--- src/rtl/mem_pkg.sv ---
// mem_pkg: shared constants for the memory-access stage.
//   - funct3 encodings for loads and stores
//   - FSM state encoding for mem_stage
//   - default bus timeout (REQ cycles without ack)
package mem_pkg;

    localparam int DEFAULT_TIMEOUT = 16;

    localparam logic [2:0] F3_LB  = 3'b000;
    localparam logic [2:0] F3_LH  = 3'b001;
    localparam logic [2:0] F3_LW  = 3'b010;
    localparam logic [2:0] F3_LBU = 3'b100;
    localparam logic [2:0] F3_LHU = 3'b101;

    localparam logic [2:0] F3_SB  = 3'b000;
    localparam logic [2:0] F3_SH  = 3'b001;
    localparam logic [2:0] F3_SW  = 3'b010;

    typedef enum logic [1:0] {
        S_IDLE = 2'd0,
        S_REQ  = 2'd1,
        S_DONE = 2'd2
    } state_e;

endpackage

--- src/rtl/mem_align.sv ---
// mem_align: combinational byte-lane logic for the memory stage.
//   funct3_i     : access size / sign
//   off_i        : byte offset within the word (addr[1:0])
//   is_store_i   : 1 = store, 0 = load
//   store_data_i : raw store data from the register file
//   rdata_i      : read word from the data bus
//   wstrb_o      : byte-lane enables (0 for loads)
//   wdata_o      : lane-replicated store data (0 for loads)
//   load_data_o  : selected and extended load result
//   misalign_o   : misaligned access or illegal funct3
module mem_align
    import mem_pkg::*;
(
    input  logic [2:0]  funct3_i,
    input  logic [1:0]  off_i,
    input  logic        is_store_i,
    input  logic [31:0] store_data_i,
    input  logic [31:0] rdata_i,
    output logic [3:0]  wstrb_o,
    output logic [31:0] wdata_o,
    output logic [31:0] load_data_o,
    output logic        misalign_o
);

    logic [4:0]  bit_off;
    logic [7:0]  byte_sel;
    logic [15:0] half_sel;

    always_comb begin
        bit_off  = {off_i, 3'b000};
        byte_sel = rdata_i[bit_off +: 8];
        half_sel = off_i[1] ? rdata_i[31:16] : rdata_i[15:0];

        load_data_o = 32'h0;
        case (funct3_i)
            F3_LB:   load_data_o = {{24{byte_sel[7]}}, byte_sel};
            F3_LBU:  load_data_o = {24'h0, byte_sel};
            F3_LH:   load_data_o = {{16{half_sel[15]}}, half_sel};
            F3_LHU:  load_data_o = {16'h0, half_sel};
            F3_LW:   load_data_o = rdata_i;
            default: load_data_o = 32'h0;
        endcase

        wstrb_o = 4'b0000;
        wdata_o = 32'h0;
        if (is_store_i) begin
            case (funct3_i)
                F3_SB: begin
                    wstrb_o = 4'b0001 << off_i;
                    wdata_o = {4{store_data_i[7:0]}};
                end
                F3_SH: begin
                    wstrb_o = off_i[1] ? 4'b1100 : 4'b0011;
                    wdata_o = {2{store_data_i[15:0]}};
                end
                F3_SW: begin
                    wstrb_o = 4'b1111;
                    wdata_o = store_data_i;
                end
                default: ;
            endcase
        end

        // Unsigned byte/half encodings exist only for loads, so funct3[2]
        // makes them illegal on a store; 011/11x are illegal for both.
        case (funct3_i)
            3'b000, 3'b100: misalign_o = is_store_i && funct3_i[2];
            3'b001, 3'b101: misalign_o = off_i[0] || (is_store_i && funct3_i[2]);
            3'b010:         misalign_o = (off_i != 2'b00);
            default:        misalign_o = 1'b1;
        endcase
    end

endmodule

--- src/rtl/mem_stage.sv ---
// mem_stage: memory-access pipeline stage (EX/MEM -> MEM/WB).
//   Issues loads/stores over a req/ack data bus, with a timeout that turns
//   a hung access into a bus error. Registers the write-back result and
//   raises stall_O while an access is outstanding so EX/MEM stays frozen.
//   Inputs  : EX/MEM fields (*_MEM_I), dmem_ack_I / dmem_rdata_I.
//   Outputs : dmem_* bus request, stall_O, MEM/WB fields (wb_*, *_WB_O),
//             misalign_O / bus_err_O fault flags (valid with wb_valid_O).
module mem_stage
    import mem_pkg::*;
#(
    parameter int TIMEOUT = DEFAULT_TIMEOUT
) (
    input  logic        clk,
    input  logic        rst_n,
    input  logic        valid_MEM_I,
    input  logic [31:0] ALU_result_MEM_I,
    input  logic [31:0] Rd_data2_MEM_I,
    input  logic [31:0] pc_order_MEM_I,
    input  logic [2:0]  funct3_MEM_I,
    input  logic        mem_read_MEM_I,
    input  logic        mem_write_MEM_I,
    input  logic [4:0]  rd_addr_MEM_I,
    input  logic        reg_write_MEM_I,
    output logic        dmem_req_O,
    output logic        dmem_we_O,
    output logic [31:0] dmem_addr_O,
    output logic [3:0]  dmem_wstrb_O,
    output logic [31:0] dmem_wdata_O,
    input  logic        dmem_ack_I,
    input  logic [31:0] dmem_rdata_I,
    output logic        stall_O,
    output logic        wb_valid_O,
    output logic [31:0] wb_data_O,
    output logic [4:0]  rd_addr_WB_O,
    output logic        reg_write_WB_O,
    output logic [31:0] pc_order_WB_O,
    output logic        misalign_O,
    output logic        bus_err_O
);

    localparam logic [4:0] TO_LAST = 5'(TIMEOUT - 1);

    state_e      state_q, state_d;
    logic [4:0]  cnt_q, cnt_d;
    logic [31:0] addr_q, addr_d;
    logic        we_q, we_d;
    logic [3:0]  wstrb_q, wstrb_d;
    logic [31:0] wdata_q, wdata_d;
    logic        wb_valid_q, wb_valid_d;
    logic [31:0] wb_data_q, wb_data_d;
    logic [4:0]  rd_addr_q, rd_addr_d;
    logic        reg_write_q, reg_write_d;
    logic [31:0] pc_order_q, pc_order_d;
    logic        misalign_q, misalign_d;
    logic        bus_err_q, bus_err_d;
    logic        stall;

    logic        is_mem;
    logic [3:0]  al_wstrb;
    logic [31:0] al_wdata;
    logic [31:0] al_load;
    logic        al_misalign;

    assign is_mem = mem_read_MEM_I || mem_write_MEM_I;

    // EX/MEM is frozen by stall_O, so the align unit can look at the live
    // inputs in every state, including REQ when the read data comes back.
    mem_align u_align (
        .funct3_i     (funct3_MEM_I),
        .off_i        (ALU_result_MEM_I[1:0]),
        .is_store_i   (mem_write_MEM_I),
        .store_data_i (Rd_data2_MEM_I),
        .rdata_i      (dmem_rdata_I),
        .wstrb_o      (al_wstrb),
        .wdata_o      (al_wdata),
        .load_data_o  (al_load),
        .misalign_o   (al_misalign)
    );

    always_comb begin
        state_d     = state_q;
        cnt_d       = cnt_q;
        addr_d      = addr_q;
        we_d        = we_q;
        wstrb_d     = wstrb_q;
        wdata_d     = wdata_q;
        wb_data_d   = wb_data_q;
        rd_addr_d   = rd_addr_q;
        pc_order_d  = pc_order_q;
        wb_valid_d  = 1'b0;
        reg_write_d = 1'b0;
        misalign_d  = 1'b0;
        bus_err_d   = 1'b0;
        stall       = 1'b0;

        case (state_q)
            S_IDLE: begin
                cnt_d = 5'd0;
                if (valid_MEM_I) begin
                    rd_addr_d  = rd_addr_MEM_I;
                    pc_order_d = pc_order_MEM_I;
                    if (!is_mem) begin
                        wb_valid_d  = 1'b1;
                        wb_data_d   = ALU_result_MEM_I;
                        reg_write_d = reg_write_MEM_I;
                    end else begin
                        stall = 1'b1;
                        if (al_misalign) begin
                            state_d    = S_DONE;
                            wb_valid_d = 1'b1;
                            misalign_d = 1'b1;
                            wb_data_d  = 32'h0;
                        end else begin
                            state_d = S_REQ;
                            addr_d  = {ALU_result_MEM_I[31:2], 2'b00};
                            we_d    = mem_write_MEM_I;
                            wstrb_d = al_wstrb;
                            wdata_d = al_wdata;
                        end
                    end
                end
            end
            S_REQ: begin
                stall = 1'b1;
                if (dmem_ack_I) begin
                    state_d     = S_DONE;
                    wb_valid_d  = 1'b1;
                    reg_write_d = reg_write_MEM_I;
                    wb_data_d   = mem_write_MEM_I ? ALU_result_MEM_I : al_load;
                end else if (cnt_q == TO_LAST) begin
                    state_d    = S_DONE;
                    wb_valid_d = 1'b1;
                    bus_err_d  = 1'b1;
                    wb_data_d  = 32'h0;
                end else begin
                    cnt_d = cnt_q + 5'd1;
                end
            end
            S_DONE: begin
                state_d = S_IDLE;
            end
            default: state_d = S_IDLE;
        endcase
    end

    always_ff @(posedge clk or negedge rst_n) begin
        if (!rst_n) begin
            state_q     <= S_IDLE;
            cnt_q       <= 5'd0;
            addr_q      <= 32'h0;
            we_q        <= 1'b0;
            wstrb_q     <= 4'h0;
            wdata_q     <= 32'h0;
            wb_valid_q  <= 1'b0;
            wb_data_q   <= 32'h0;
            rd_addr_q   <= 5'd0;
            reg_write_q <= 1'b0;
            pc_order_q  <= 32'h0;
            misalign_q  <= 1'b0;
            bus_err_q   <= 1'b0;
        end else begin
            state_q     <= state_d;
            cnt_q       <= cnt_d;
            addr_q      <= addr_d;
            we_q        <= we_d;
            wstrb_q     <= wstrb_d;
            wdata_q     <= wdata_d;
            wb_valid_q  <= wb_valid_d;
            wb_data_q   <= wb_data_d;
            rd_addr_q   <= rd_addr_d;
            reg_write_q <= reg_write_d;
            pc_order_q  <= pc_order_d;
            misalign_q  <= misalign_d;
            bus_err_q   <= bus_err_d;
        end
    end

    // stall is combinational from IDLE inputs, so gate it with reset to make
    // it drop immediately even while EX/MEM still presents a memory op.
    assign stall_O        = stall && rst_n;
    assign dmem_req_O     = (state_q == S_REQ);
    assign dmem_we_O      = we_q;
    assign dmem_addr_O    = addr_q;
    assign dmem_wstrb_O   = wstrb_q;
    assign dmem_wdata_O   = wdata_q;
    assign wb_valid_O     = wb_valid_q;
    assign wb_data_O      = wb_data_q;
    assign rd_addr_WB_O   = rd_addr_q;
    assign reg_write_WB_O = reg_write_q;
    assign pc_order_WB_O  = pc_order_q;
    assign misalign_O     = misalign_q;
    assign bus_err_O      = bus_err_q;

endmodule
--- config.mk ---
export PLATFORM = sky130hd
export DESIGN_NAME = mem_stage
export DESIGN_NICKNAME = d
export VERILOG_FILES = /design/src/rtl/mem_pkg.sv /design/src/rtl/mem_align.sv /design/src/rtl/mem_stage.sv
export SDC_FILE = /design/constraint.sdc
export NUM_CORES = 1
export LEC_CHECK = 0
export CORE_MARGIN = 2
export CORE_UTILIZATION = 30
export DETAILED_ROUTE_END_ITERATION = 10
export GPL_TIMING_DRIVEN = 0
export PLACE_DENSITY = 0.56
export SYNTH_ARGS = -nofsm -noshare
export SYNTH_HDL_FRONTEND = slang
export SYNTH_HIERARCHICAL = 1
export SYNTH_SLANG_ARGS = --single-unit
--- constraint.sdc ---
create_clock -name clk -period 2.49 [get_ports clk]
set_input_delay 0.498 -clock clk [delete_from_list [all_inputs] [get_ports clk]]
set_output_delay 0.498 -clock clk [all_outputs]
set_load 0.02 [all_outputs]
# Word level (Yosys, flattened, before mapping)
# Index checks and enable logic that the tools add are counted.
[classes] reduce_logical=15 mux=42 bitwise=1 shift=2 add_sub_neg=1 eq_ne=12
[ops] op="32-bit 2-to-1 mux" n=7
[ops] op="32-bit case mux with 5 select lines" n=1
[ops] op="32-bit case mux with 3 select lines" n=1
[ops] op="32-bit case mux with 2 select lines" n=1
[ops] op="32-bit by 6-bit indexed part select with 8-bit output" n=1
[ops] op="16-bit 2-to-1 mux" n=1
[ops] op="1-bit 2-to-1 mux" n=15
[ops] op="4-bit case mux with 3 select lines" n=1
[ops] op="2-bit 2-to-1 mux" n=5
[ops] op="5-bit 2-to-1 mux" n=2
[ops] op="5-bit case mux with 2 select lines" n=1
[ops] op="4-bit 2-to-1 mux" n=2
[ops] op="2-bit inequality test, second input constant" n=4
[ops] op="4-bit AND reduction" n=2
[ops] op="3-bit == test, second input constant" n=2
[ops] op="1-bit case mux with 2 select lines" n=3
[ops] op="3-bit AND reduction" n=2
[ops] op="5-bit by 1-bit adder with 5-bit output, second input constant" n=1
[ops] op="5-bit by 4-bit == test with 1-bit output, second input constant" n=1
[ops] op="2-bit case mux with 2 select lines" n=1
[ops] op="2-bit nonzero test" n=2
[ops] op="2-bit OR reduction" n=2
[ops] op="1-bit by 2-bit << shifter with 4-bit output, first input constant" n=1
[ops] op="3-bit by 1-bit == test with 1-bit output, second input constant" n=1
[ops] op="11 further kinds" n=13
[totals] in_bits=143 word_cells=86 out_inout_bits=144 reg_bits=147

# Longest topological paths before layout
[depth] word_depth=7 mapped_depth=11 depth_no_buf=7

# By module
# Netlist, hierarchy kept.
[by_module_without_submodules] module="mem_stage" seq_area_each_um2=3678.5 area_per_inst_um2=5906.9 n_inst=1 cells_per_inst=430
[by_module_without_submodules] module="mem_align" seq_area_each_um2=0.0 area_per_inst_um2=1508.9 n_inst=1 cells_per_inst=237

# Worst setup path after synthesis
# No wires, ideal clock.
[synth_timing] path_type="input port to flip-flop" startpoint="input funct3_MEM_I[0]" endpoint="register addr_q[10] (netlist: dmem_addr_O[10])" slack_ns=0.107 arrival_time_ns=2.256 n_path_buf=4 required_time_ns=2.363 cell_stages=9 setup_ns=0.127 cell_sequence="buf_4 buf_6 nor2_1 a21oi_1 o21bai_1 nor2_1 buf_4 buf_6 mux2_1"
[synth_via] elab_chain_len=5 word_cells_on_any_way=10 classes_between="eq/ne: 4; mux: 1; bitwise: 1; reduce/logical: 4"
[synth_rtl] item="from (decl)" line="mem_stage.sv:19" text="input logic [2:0] funct3_MEM_I,"
[synth_rtl] item="3-bit by 1-bit == test with 1-bit output, or another cell as far along" line="mem_align.sv:66" text="case (funct3_i)"
[synth_rtl] item="2-bit OR reduction" line="mem_align.sv:66"
[synth_rtl] item="1-bit case mux with 3 select lines *" line="mem_align.sv:66"
[synth_rtl] item="named net al_misalign" line="mem_stage.sv:62" text="logic al_misalign;"
[synth_rtl] item="1-bit NOT (no line) *"
[synth_rtl] item="4-bit AND reduction (no line) *"
[synth_rtl] item="to (signal assigned)" line="mem_stage.sv:164" text="addr_q <= addr_d;"
[synth_rtl] item="to (decl)" line="mem_stage.sv:45" text="logic [31:0] addr_q, addr_d;"
# Mark *: on every way through the listed nets, which the timed path passes. The rest lies on a longest branch.
# A chain may end at the register's enable or synchronous reset.

# Final worst setup path
[layout_timing] startpoint="input mem_write_MEM_I" endpoint="output stall_O"
[layout_via] elab_chain_len=5
[layout_rtl] item="from (decl)" line="mem_stage.sv:21" text="input logic mem_write_MEM_I,"
[layout_rtl] item="1-bit logical OR" line="mem_stage.sv:64" text="assign is_mem = mem_read_MEM_I || mem_write_MEM_I;"
[layout_rtl] item="1-bit 2-to-1 mux" line="mem_stage.sv:102" text="if (!is_mem) begin"
[layout_rtl] item="1-bit 2-to-1 mux" line="mem_stage.sv:99" text="if (valid_MEM_I) begin"
[layout_rtl] item="1-bit case mux with 2 select lines" line="mem_stage.sv:96" text="case (state_q)"
[layout_rtl] item="1-bit logical AND" line="mem_stage.sv:180" text="assign stall_O = stall && rst_n;"
[layout_rtl] item="to (decl)" line="mem_stage.sv:31" text="output logic stall_O,"
# No other way between the ends.

==> metrics.md <==
| Metric | Value |
|---|---|
| Outcome | completed |
| Fraction of layout cells with a size suffix above 1 | 16.72% |
| Global-route total usage across every layer | 19.67% |
| Die X-Extent | 161.2 µm |
| Sequential element share of the synthesized area | 49.60% |
| Final setup violation count | 0 |
| WS Path Type | in -> out |
| Worst min-delay path class | in -> async |
| Layout overhead on the synthesized area | 54.29% |
| Number of synthesis warnings | 6 |
| Seq cells post-synth | 147 |
| Ports placed on the boundary | 287 |
| Std cell rows | 57 |
| Ant diodes | 0 |
| Initial Util | 30.49% |
| Worst supply voltage drop on vdd | 0.0004324 V |
| Via count | 6350 |
| Final cell area excluding filler cells | 0.01144 mm² |
| Wire length after detailed routing | 25.65 mm |
| Placed instance area | 0.01069 mm² |
| Overall power of the completed layout | 0.01134 W |
| Vias per cell | 4.844 |
| Die area | 0.02599 mm² |
| Buf+Inv Stages, Crit Path | 3 |
| DP HPWL | 19.38 mm |
| Drt first pass iters | 5 |
| Startpoint types | input pin |
| Leakage power figure | 4.759 nW |
| TritonCTS clock tree | done |
| Final-report hold violation count | 0 |
| Sort of element at the end of the critical path | output pin |
| WL per Instance | 19.57 µm |
| CTS H-tree depth | 4 |
| Ys async rst share | 100.0% |
| Slew headroom | 58.78% |
| PD cells | 991.1 mW/mm² |
| RD Place Congestion | 0.8365 |
| Worst path top cell family by delay | buffers and inverters |
| Clock tree sinks | 147 |
| Slew at the pin closest to its max-slew limit | 0.6156 ns |
| Total CTS buffers | 17 |
| Max clock buf depth | 2 |
| Post-synthesis cell type count | 48 |
| Data required time at the worst endpoint | 1.99 ns |
| Pre-CTS WS | -1.114 ns |
| Port bufs | 283 |
| Total overflow reported by the global router | 0 |
| Worst-skew pair later-pin latency | 0.43 ns |
| Number of routed nets with antenna violations | 0 |
| Clk slew on worst S/H paths | 0.07 ns |
| Number of antenna violations at the first check in global routing | 0 |
| RSZ-0062 raised after global routing | no |
| Wire length of the first global-routing pass | 39.02 mm |
| Net total in the final layout | 1119 |
| Final worst path period share | 95.69% |
| Placeable core region | 0.02432 mm² |
| Minimum period implied by the final worst setup slack | 2.383 ns |
| Clock root buffer | sky130_fd_sc_hd__clkbuf_16 |
| Mapped Area | 0.007416 mm² |
| Synthesized area divided by synthesized cell count | 11.12 µm² |
| DRC violations left | 0 |
| Skew final | 0.01105 ns |
| Fin. max-slew vios | 0 |
| Cell Chain, Critical Path | clkdlybuf4s50_1 > buf_4 > o21ai_1 > nor2b_1 > nor3b_1 > buf_2 |
| Die span in y | 161.2 µm |
| Final worst slack | 0.1073 ns |
| Vias in the first global route | 6590 |
| Iteration-0 DRC Markers | 296 |
| Instance count of the mapped netlist | 667 |
| Pin count of the biggest net entering global routing | 95 |
| Fill cell instance count of the final layout | 2311 |
| CP peak stage delay | 0.53 ns |
| Worst-path fanout max | 8 |
| Cell with the largest stage delay on the worst path | sky130_fd_sc_hd__clkdlybuf4s50_1 |
| Max-cap viol count | 0 |
| EDFF count, synth | 0 |
| Synth Flop Type | sky130_fd_sc_hd__dfrtp_1 |
| Maximum clock frequency | 0.4197 GHz |
| Worst Path Arrival | 1.88 ns |
path summary, 6_finish.rpt:
check	from	endpoint	slack (ns)	depth (start not counted)
setup / recovery	mem_write_MEM_I	stall_O	0.11	6
max in group asynchronous	rst_n	dmem_wdata_O[24]	1.94	2
hold / removal	rst_n	dmem_addr_O[30]	0.01	2
setup reg to reg	cnt_q[0]	wb_data_O[4]	0.21	9
hold reg to reg	rd_addr_WB_O[1]	rd_addr_WB_O[1]	0.48	1
min in group clk	rd_addr_WB_O[1]	rd_addr_WB_O[1]	0.48	1
cell usage after synthesis (3+ instances only):
library cell | number | area, µm²
sky130_fd_sc_hd__mux2_2 | 63 | 709.4
sky130_fd_sc_hd__a22o_1 | 6 | 52.55
sky130_fd_sc_hd__buf_6 | 9 | 101.4
sky130_fd_sc_hd__o21ai_0 | 13 | 65.06
sky130_fd_sc_hd__dfrtp_1 | 147 | 3679
sky130_fd_sc_hd__nand2_1 | 46 | 172.7
sky130_fd_sc_hd__buf_4 | 10 | 75.07
sky130_fd_sc_hd__a22oi_1 | 49 | 367.9
sky130_fd_sc_hd__clkbuf_1 | 9 | 33.78
sky130_fd_sc_hd__mux2i_1 | 8 | 80.08
sky130_fd_sc_hd__a21o_1 | 17 | 127.6
sky130_fd_sc_hd__nor2_1 | 44 | 165.2
sky130_fd_sc_hd__mux2_1 | 58 | 653.1
sky130_fd_sc_hd__nor2b_1 | 3 | 18.77
sky130_fd_sc_hd__a21oi_1 | 85 | 425.4
sky130_fd_sc_hd__nand2b_1 | 11 | 68.82
sky130_fd_sc_hd__buf_2 | 28 | 140.1
sky130_fd_sc_hd__nor3b_1 | 3 | 22.52
sky130_fd_sc_hd__and2_1 | 8 | 50.05
sky130_fd_sc_hd__a211oi_1 | 15 | 112.6
sky130_fd_sc_hd__inv_1 | 5 | 18.77
repair_timing:
action / CTS / global route
hold buffers: 2 / 0
pin swaps: 1 / 2
buffers inserted: 1 / 1
gates resized for setup: 28 / 13
hold endpoints to repair: 25 / 0
setup endpoints to repair: 101 / 99
layer usage:
metal	vias to the layer above	part of all wire, %	GRT usage [%]
li1	3031	-	-
met2	240	46	31.56
met1	3059	44	25.29
met5	-	0	0
met3	20	8.6	7.319
met4	0	1.3	4.708
worst register-to-register path, delay by kind of cell (launching register included):
kind	cells	cell delay [ns]
AO/OA/AOI/OAI	2	0.34
adder cells (fa/ha/maj)	2	0.43
buffers and inverters	2	0.39
flip-flops	1	0.43
AND/OR/NAND/NOR	3	0.57
cell usage in the layout (no fill, tap or decap), types with 10 or more instances in the layout:
master	Yosys	layout
sky130_fd_sc_hd__a211oi_1	15	15
sky130_fd_sc_hd__a22oi_1	49	49
sky130_fd_sc_hd__mux2_1	58	58
sky130_fd_sc_hd__nand2b_1	11	11
sky130_fd_sc_hd__o21ai_0	13	12
sky130_fd_sc_hd__a21oi_1	85	84
sky130_fd_sc_hd__clkbuf_16	0	17
sky130_fd_sc_hd__mux2_2	63	63
sky130_fd_sc_hd__dfrtp_1	147	147
sky130_fd_sc_hd__buf_2	28	18
sky130_fd_sc_hd__buf_6	9	10
sky130_fd_sc_hd__nor2_1	44	42
sky130_fd_sc_hd__nand2_1	46	46
sky130_fd_sc_hd__a21o_1	17	17
sky130_fd_sc_hd__buf_4	10	17
sky130_fd_sc_hd__clkdlybuf4s50_1	0	280
cells by family (layout without fill, tap and decap cells):
group	Yosys count	in the layout	share of synthesized area [%]
AOI/OAI and AO/OA	197	197	17.26
DFF	147	147	49.60
muxes	131	131	19.86
and+or+nand+nor	126	126	7.812
buffers and inverters	63	382	5.078
adders and majority gates	2	2	0.3374
other	1	2	0.05057
area by class of cell:
type,instances,area [µm²],area share [%]
Timing Repair Buffer,288,2922,25.53
Tap cell,324,405.4,3.543
Clock inverter,15,171.4,1.498
Sequential cell,147,3679,32.15
Buffer,56,416.7,3.641
Clock buffer,17,425.4,3.718
Multi-Input combinational cell,458,3401,29.72
Inverter,6,22.52,0.1968
where the power goes:
part,internal (W),leakage (nW),switching (W)
registers,0.00328,1.82,0.000443
clock network,0.00151,0.285,0.00117
logic,0.00247,2.65,0.00247
through the flow:
step	TNS, ns	util, %	std cells	hold slack [ns]
floorplan	0	-	668	0.2024
global placement	-929.82	43.82	1275	0.4664
detailed placement	-93.91	43.96	1276	0.4462
CTS	0	46.89	1310	0.0002919
global route	0	47.05	1311	0.0001826
finish	0	47.05	1311	0.01482
sequential cells by signal, summed over array words and instances (netlist names), 2 cells and up:
signal / count
rd_addr_WB_O: 5
cnt_q: 5
dmem_addr_O: 30
wb_data_O: 32
dmem_wdata_O: 32
dmem_wstrb_O: 4
pc_order_WB_O: 32
state_q: 2
Power figures use the tool's default switching activity.
